--- config.mk ---
export PLATFORM = sky130hd
export DESIGN_NAME = swerv_trace_fifo
export DESIGN_NICKNAME = d
export VERILOG_FILES = /design/src/rtl/swerv_trace_fifo.sv
export SDC_FILE = /design/constraint.sdc
export NUM_CORES = 2
export LEC_CHECK = 0
export BUFFER_PORTS_ARGS = -buffer_cell sky130_fd_sc_hd__buf_4
export CORE_MARGIN = 2
export CORE_UTILIZATION = 40
export DETAILED_ROUTE_END_ITERATION = 16
export SYNTH_ARGS = -nofsm -noshare
export SYNTH_HDL_FRONTEND = slang
export SYNTH_SLANG_ARGS = --single-unit
--- constraint.sdc ---
create_clock -name clk -period 14.35 [get_ports clk]
set_clock_uncertainty 0.2 [all_clocks]
set_input_delay 1.435 -clock clk [delete_from_list [all_inputs] [get_ports clk]]
set_output_delay 1.435 -clock clk [all_outputs]
set_load 0.02 [all_outputs]
--- src/rtl/swerv_trace_fifo.sv ---
// rtl/swerv_trace_fifo.sv - retire-trace FIFO: up to LANES records in per cycle, one out
// Groups that do not fit are dropped whole; the loss is counted and flagged on the next stored record.
module swerv_trace_fifo #(
  parameter int LANES = 3,
  parameter int DEPTH = 8,
  parameter int CNTW  = 16
) (
  input  logic                       clk,
  input  logic                       rst,
  input  logic                       trace_en,
  input  logic                       flush,
  input  logic [LANES-1:0]           in_valid,
  input  logic [32*LANES-1:0]        in_insn,
  input  logic [32*LANES-1:0]        in_addr,
  input  logic [LANES-1:0]           in_exception,
  input  logic [LANES-1:0]           in_interrupt,
  input  logic [4:0]                 in_ecause,
  input  logic [31:0]                in_tval,
  output logic                       out_valid,
  input  logic                       out_ready,
  output logic [31:0]                out_insn,
  output logic [31:0]                out_addr,
  output logic                       out_exception,
  output logic                       out_interrupt,
  output logic [4:0]                 out_ecause,
  output logic [31:0]                out_tval,
  output logic [1:0]                 out_lane,
  output logic                       out_ovf,
  output logic [CNTW-1:0]            drop_cnt,
  output logic [$clog2(DEPTH+1)-1:0] count
);

  localparam int PW   = (DEPTH > 1) ? $clog2(DEPTH) : 1;
  localparam int CW   = $clog2(DEPTH+1);
  localparam int NENT = 2**PW;
  localparam int DW   = CNTW + 1;

  logic [31:0]     r_insn   [NENT];
  logic [31:0]     r_addr   [NENT];
  logic            r_exc    [NENT];
  logic            r_int    [NENT];
  logic [4:0]      r_ecause [NENT];
  logic [31:0]     r_tval   [NENT];
  logic [1:0]      r_lane   [NENT];
  logic            r_ovf    [NENT];

  logic [PW-1:0]   r_wptr;
  logic [PW-1:0]   r_rptr;
  logic [CW-1:0]   r_count;
  logic            r_ovf_pend;
  logic [CNTW-1:0] r_drop_cnt;

  logic [LANES-1:0] w_vmask;
  logic [LANES-1:0] w_first;
  logic [PW-1:0]    w_slot [LANES];
  logic [CW-1:0]    w_n;
  logic [CW-1:0]    w_free;
  logic [DW-1:0]    w_dsum;
  logic             w_push;
  logic             w_drop;
  logic             w_pop;

  // Compaction: each valid lane lands at wptr + (number of valid lanes below it).
  always_comb begin
    w_vmask = in_valid & {LANES{trace_en}};
    w_n     = '0;
    w_first = '0;
    for (int i = 0; i < LANES; i++) begin
      w_slot[i]  = r_wptr + w_n[PW-1:0];
      w_first[i] = w_vmask[i] && (w_n == '0);
      if (w_vmask[i]) w_n = w_n + CW'(1);
    end
  end

  // Free space ignores a same-cycle pop, so a full FIFO drops even while draining.
  assign w_free = CW'(DEPTH) - r_count;
  assign w_push = !flush && (w_n != '0) && (w_n <= w_free);
  assign w_drop = !flush && (w_n != '0) && (w_n > w_free);
  assign w_pop  = !flush && (r_count != '0) && out_ready;
  assign w_dsum = {1'b0, r_drop_cnt} + DW'(w_n);

  always_ff @(posedge clk or posedge rst) begin
    if (rst) begin
      r_wptr     <= '0;
      r_rptr     <= '0;
      r_count    <= '0;
      r_ovf_pend <= 1'b0;
      r_drop_cnt <= '0;
    end else if (flush) begin
      r_wptr     <= '0;
      r_rptr     <= '0;
      r_count    <= '0;
      r_ovf_pend <= 1'b0;
      r_drop_cnt <= '0;
    end else begin
      if (w_push) r_wptr <= r_wptr + w_n[PW-1:0];
      if (w_pop)  r_rptr <= r_rptr + PW'(1);
      r_count <= r_count + (w_push ? w_n : CW'(0)) - (w_pop ? CW'(1) : CW'(0));
      if (w_drop) begin
        r_ovf_pend <= 1'b1;
        r_drop_cnt <= w_dsum[CNTW] ? {CNTW{1'b1}} : w_dsum[CNTW-1:0];
      end else if (w_push) begin
        r_ovf_pend <= 1'b0;
      end
    end
  end

  // Record storage carries no reset; out_* are gated by occupancy instead.
  always_ff @(posedge clk) begin
    for (int i = 0; i < LANES; i++) begin
      if (w_push && w_vmask[i]) begin
        r_insn[w_slot[i]]   <= in_insn[32*i +: 32];
        r_addr[w_slot[i]]   <= in_addr[32*i +: 32];
        r_exc[w_slot[i]]    <= in_exception[i];
        r_int[w_slot[i]]    <= in_interrupt[i];
        r_lane[w_slot[i]]   <= 2'(i);
        r_ovf[w_slot[i]]    <= w_first[i] && r_ovf_pend;
        r_ecause[w_slot[i]] <= (in_exception[i] || in_interrupt[i]) ? in_ecause : 5'd0;
        r_tval[w_slot[i]]   <= (in_exception[i] || in_interrupt[i]) ? in_tval : 32'd0;
      end
    end
  end

  assign out_valid     = (r_count != '0);
  assign out_insn      = out_valid ? r_insn[r_rptr]   : 32'd0;
  assign out_addr      = out_valid ? r_addr[r_rptr]   : 32'd0;
  assign out_exception = out_valid ? r_exc[r_rptr]    : 1'b0;
  assign out_interrupt = out_valid ? r_int[r_rptr]    : 1'b0;
  assign out_ecause    = out_valid ? r_ecause[r_rptr] : 5'd0;
  assign out_tval      = out_valid ? r_tval[r_rptr]   : 32'd0;
  assign out_lane      = out_valid ? r_lane[r_rptr]   : 2'd0;
  assign out_ovf       = out_valid ? r_ovf[r_rptr]    : 1'b0;
  assign drop_cnt      = r_drop_cnt;
  assign count         = r_count;

endmodule

# Word-level counts from Yosys, hierarchy flattened
# Memories as Yosys holds them, arrays and structs flattened.
# Cells that the tools add are included.
dict set report totals {
  word_cells 87
  inputBits 243
  memories 8
  register_bits 27
  ramBits 848
}
dict set report op_classes {
  n_reduce_logical 25
  order_cmp 2
  muxes 36
  addsub 10
  bitwise_logic 1
}
# memory depth width read_ports rd_clocked_by_memory_dff wr line_no
set memory_table {}
lappend memory_table {r_addr 8 32 1 0 3 39} ;# logic [31:0] r_addr [NENT];
lappend memory_table {r_insn 8 32 1 0 3 38} ;# logic [31:0] r_insn [NENT];
lappend memory_table {r_tval 8 32 1 0 3 43} ;# logic [31:0] r_tval [NENT];
lappend memory_table {r_ecause 8 5 1 0 3 42} ;# logic [4:0] r_ecause [NENT];
lappend memory_table {r_lane 8 2 1 0 3 44} ;# logic [1:0] r_lane [NENT];
lappend memory_table {r_exc 8 1 1 0 3 40} ;# logic r_exc [NENT];
lappend memory_table {{+2 memories} -- -- -- -- -- --}
# operator n
set ops {}
lappend ops {{32-bit 2-to-1 mux} 6}
lappend ops {{16-bit 2-to-1 mux} 3}
lappend ops {{5-bit 2-to-1 mux} 4}
lappend ops {{16-bit by 4-bit adder with 17-bit output} 1}
lappend ops {{1-bit 2-to-1 mux} 14}
lappend ops {{1-bit logical AND} 13}
lappend ops {{3-bit 2-to-1 mux} 4}
lappend ops {{4-bit 2-to-1 mux} 3}
lappend ops {{4-bit logical NOT} 2}
lappend ops {{4-bit nonzero test} 2}
lappend ops {{3-bit adder} 2}
lappend ops {{2-bit nonzero test} 3}
lappend ops {{4-bit by 1-bit adder with 4-bit output (second input constant)} 1}
lappend ops {{4-bit adder} 1}
lappend ops {{4-bit > comparator} 1}
lappend ops {{4-bit <= comparator} 1}
lappend ops {{2-bit 2-to-1 mux} 2}
lappend ops {{4-bit by 1-bit subtractor with 4-bit output} 1}
lappend ops {{4-bit subtractor (first input constant)} 1}
lappend ops {{3-bit by 1-bit adder with 3-bit output} 1}
lappend ops {{3-bit by 1-bit adder with 3-bit output (second input constant)} 1}
lappend ops {{3-bit bitwise AND} 1}
lappend ops {{1-bit logical OR} 3}
lappend ops {{3-bit nonzero test} 1}
lappend ops {{2 further kinds} 2}

# Logic depth before layout (Yosys ltp)
dict set report depth {
  word_depth 13
  mapped_depth 20
  ltp_nobuf 19
}

# Worst setup path before layout
# Ideal clock, no wire load.
dict set report synth_timing {
  path_type {input -> register}
  start {input in_valid[1]}
  end {memory r_addr[5][0] (enable)}
  arrival_time_ps 6177
  stages 13
  n_path_buf 2
  path_slack_ps 6756
  required_time_ps 12934
  cell_sequence {nand2_1 inv_1 ha_1 nand2_1 o21ai_0 ha_1 nand3b_1 nand2_1 nand2_2 nand3_1 clkbuf_1 clkbuf_1 nand3_1}
}
# element line_no
set synth_rtl {}
lappend synth_rtl {{start, declared} 12} ;# input logic [LANES-1:0] in_valid,
lappend synth_rtl {{end, declared} 39}

==> impl_metrics.yaml <==
place:
  portBuffers: 369
  dpl.hpwl_um: 86360
  place.gp.congestion: 0.8443
floorplan:
  die_area_um2: 124200
  dieWidth_um: 352.4
  io_pins: 370
  die_y_um: 352.4
  core_region_area_um2: 120100
  std_cell_rows: 127
  start_util_pct: 40.42
clocking:
  path_clk_slew_ns: 0.06
  post_cts_resized: 0
  clk_latency_ns: 0.68
  tritoncts: "built"
  cts.sinks: 875
  post_cts_buffers: 0
  cts-root-buf: "clkbuf_16"
  cts_made_buffers: 99
  htreeDepth: 3
  holdBufCountCts: 0
  cts.path.max_buffers: 3
routing:
  ant_nets: 0
  vias: 32280
  avgViaCountPerCell: 5.618
  drcViolationCount: 0
  dr.pass1.iters: 5
  drt_iter0_drc: 2898
  wl_um: 150800
  detail_route.wl_per_cell_um: 26.24
global_route:
  grt_pass1_wl_um: 221400
  gr-usage-all-layers_pct: 23.83
  grt_overflow_total: 0
  grt_pass1_vias: 32510
  grt_max_degree: 115
  antenna_found_initial: 30
timing:
  period_minus_slack_ns: 6.344
  max_slew_margin_pct: 18.02
  worstMarginPinSlew_ns: 1.221
  rsz0062_at_grt: "false"
  setup_viol: 0
  hold_viol: 0
  drv_slew: 0
  tns_ns: 0
  finalCritPeriodShare_pct: 44.21
  max_freq_mhz: 157.6
yosys:
  netlist_area_um2: 48550
  synth-seq-area-share_pct: 53.51
  synthArstFlopShare_pct: 3.086
  ys.flop_type: "edfxtp_1"
  synth_area_per_cell_um2: 12.13
  synth_nets: 4273
  synth_seq_cells: 875
  synth_cell_types: 57
  ys_warn_count: 0
  synth_edf_count: 832
  syn-instance-count: 4004
min_path:
  min_path_type: "register to register"
  holdPathEnd: "r_lane[6][0]$_SDFFE_PP0P_"
  whs_path_depth: 2
  hp-start: "r_lane[6][0]$_SDFFE_PP0P_"
job:
  cap_violations: 0
power:
  power.total_w: 0.008169
  power_frac_comb_pct: 31.9
  power.density_nw_per_um2: 149.1
  pwr-share-seq_pct: 38.2
  vdd_ir_drop_max_mv: 0.1249
  switching_share_pct: 33.57
  intPower_w: 0.005426
  p_switching_w: 0.002743
  p_clk_share_pct: 29.9
  leakage_nw: 21.31
worst_setup_path:
  end_kind: "register"
  regToRegStartpoint: "r_wptr[0]$_DFFE_PP0P_"
  worstSetupPathType: "input pin to register"
  reg2reg_depth: 7
  crit_arrival_ns: 6.42
  crit_fanout: 58
  start_kind: "input pin"
  cp.required_ns: 14.43
  ff2ff_setup_slack_ns: 8.85
  r2r-end: "r_tval[1][8]$_DFFE_PP_"
outcome:
  status: "finished, final reports clean"
final_layout:
  final_cell_mix: "832 x edfxtp_1, 643 x mux2i_1, 501 x nand2_1"
  fin_util_pct: 45.61
  final_common_cell: "edfxtp_1"
  area_growth_pct: 12.85
  drive_above_1_share_pct: 20.15
  nets: 4313
## layer usage
layer  global-route usage, %  vias up  part of all wire, %  wire length (um)
li1                        -    14670                    -                 -
met5                       0        -                 0.17               249
met4                   6.803       40                  2.6              3870
met1                   31.94    16210                   42             63780
met2                   39.02     1115                   48             71820
met3                   5.071      251                  7.3             11070
## layout make-up
type                    instances  area (um^2)
repair buffers                430         3253
fillers                     10910        65340
multi-input cells            2617        20350
inverters                      21        78.83
clock inverters                56        464.2
clock buffers                 125         2605
flip-flops and latches        875        25990
diodes                         10        25.02
well taps                    1612         2017
## worst max-delay path by stage
stage                     slack [ns]  depth (start not counted)                      end   startpoint
after CTS                       8.10                         11   r_tval[0][6]$_DFFE_PP_     trace_en
after detailed placement        7.36                         11  r_tval[0][14]$_DFFE_PP_     trace_en
after global routing            7.64                         11  r_insn[0][10]$_DFFE_PP_     trace_en
after floorplan                 6.76                         13   r_addr[5][0]$_DFFE_PP_  in_valid[1]
final                           8.01                         11   r_tval[0][3]$_DFFE_PP_     trace_en
after global placement          7.44                         13   r_tval[0][6]$_DFFE_PP_     trace_en
## power by group through the flow
| stage | Combinational, W | Clock, W | Sequential (W) |
|---|---|---|---|
| after floorplan | 0.00171 | 0 | 0.00313 |
| after global placement | 0.00261 | 0 | 0.00317 |
| after detailed placement | 0.00263 | 0 | 0.00317 |
| after CTS | 0.00263 | 0.00249 | 0.00312 |
| after global routing | 0.00279 | 0.00258 | 0.00313 |
| final | 0.00260 | 0.00244 | 0.00312 |
## cell usage after synthesis (21+ instances only)
| cell | count | area, um^2 |
|---|---|---|
| dfrtp_1 | 27 | 675.7 |
| inv_1 | 21 | 78.83 |
| buf_2 | 120 | 600.6 |
| o21ai_0 | 477 | 2387 |
| a21oi_1 | 96 | 480.5 |
| mux4_2 | 212 | 4775 |
| nor2_1 | 198 | 743.2 |
| nand3_1 | 28 | 140.1 |
| buf_4 | 61 | 457.9 |
| edfxtp_1 | 832 | 24980 |
| ha_1 | 23 | 287.8 |
| nor2b_1 | 300 | 1877 |
| buf_1 | 85 | 319.1 |
| nand2_1 | 501 | 1881 |
| clkbuf_1 | 213 | 799.5 |
| mux2i_1 | 643 | 6436 |
## per-stage QoR
| step | worst slack, ns | hold slack, ns | area [um^2] | std cells |
|---|---|---|---|---|
| after global placement | 7.442 | 0.2425 | 51690 | 5555 |
| after detailed placement | 7.357 | 0.2492 | 51690 | 5555 |
| final | 8.006 | 0.2554 | 54790 | 5746 |
| after CTS | 8.102 | 0.2576 | 54760 | 5736 |
| after floorplan | 6.756 | 0.2310 | 48550 | 4004 |
| after global routing | 7.644 | 0.2823 | 54780 | 5744 |
## cell families after synthesis
| logic type | count (synthesis) | share of synthesized area [%] |
|---|---|---|
| fa+ha+maj | 26 | 0.7164 |
| simple gates | 1101 | 10.57 |
| xor+xnor | 14 | 0.2526 |
| compound gates | 621 | 6.966 |
| mux | 855 | 23.09 |
| flops | 875 | 53.51 |
| buf+inv | 512 | 4.899 |
## worst max-delay path, cell delays in order
cell and delay, ns:
buf_4 0.12, nand2_1 0.12, ha_1 0.27, o21ai_0 0.59, ha_1 0.38, nand3_1 0.11, nand3_1 0.19, o2111ai_1 0.58
or2_4 0.78, nand3_4 0.96, buf_4 0.78
## state kept, by name, indices dropped and copies added, names as in the netlist, 16 cells and up
register / flops
r_addr: 256
r_insn: 256
r_lane: 16
r_tval: 256
drop_cnt: 16
r_ecause: 40
(Power assumes the default switching activity.)
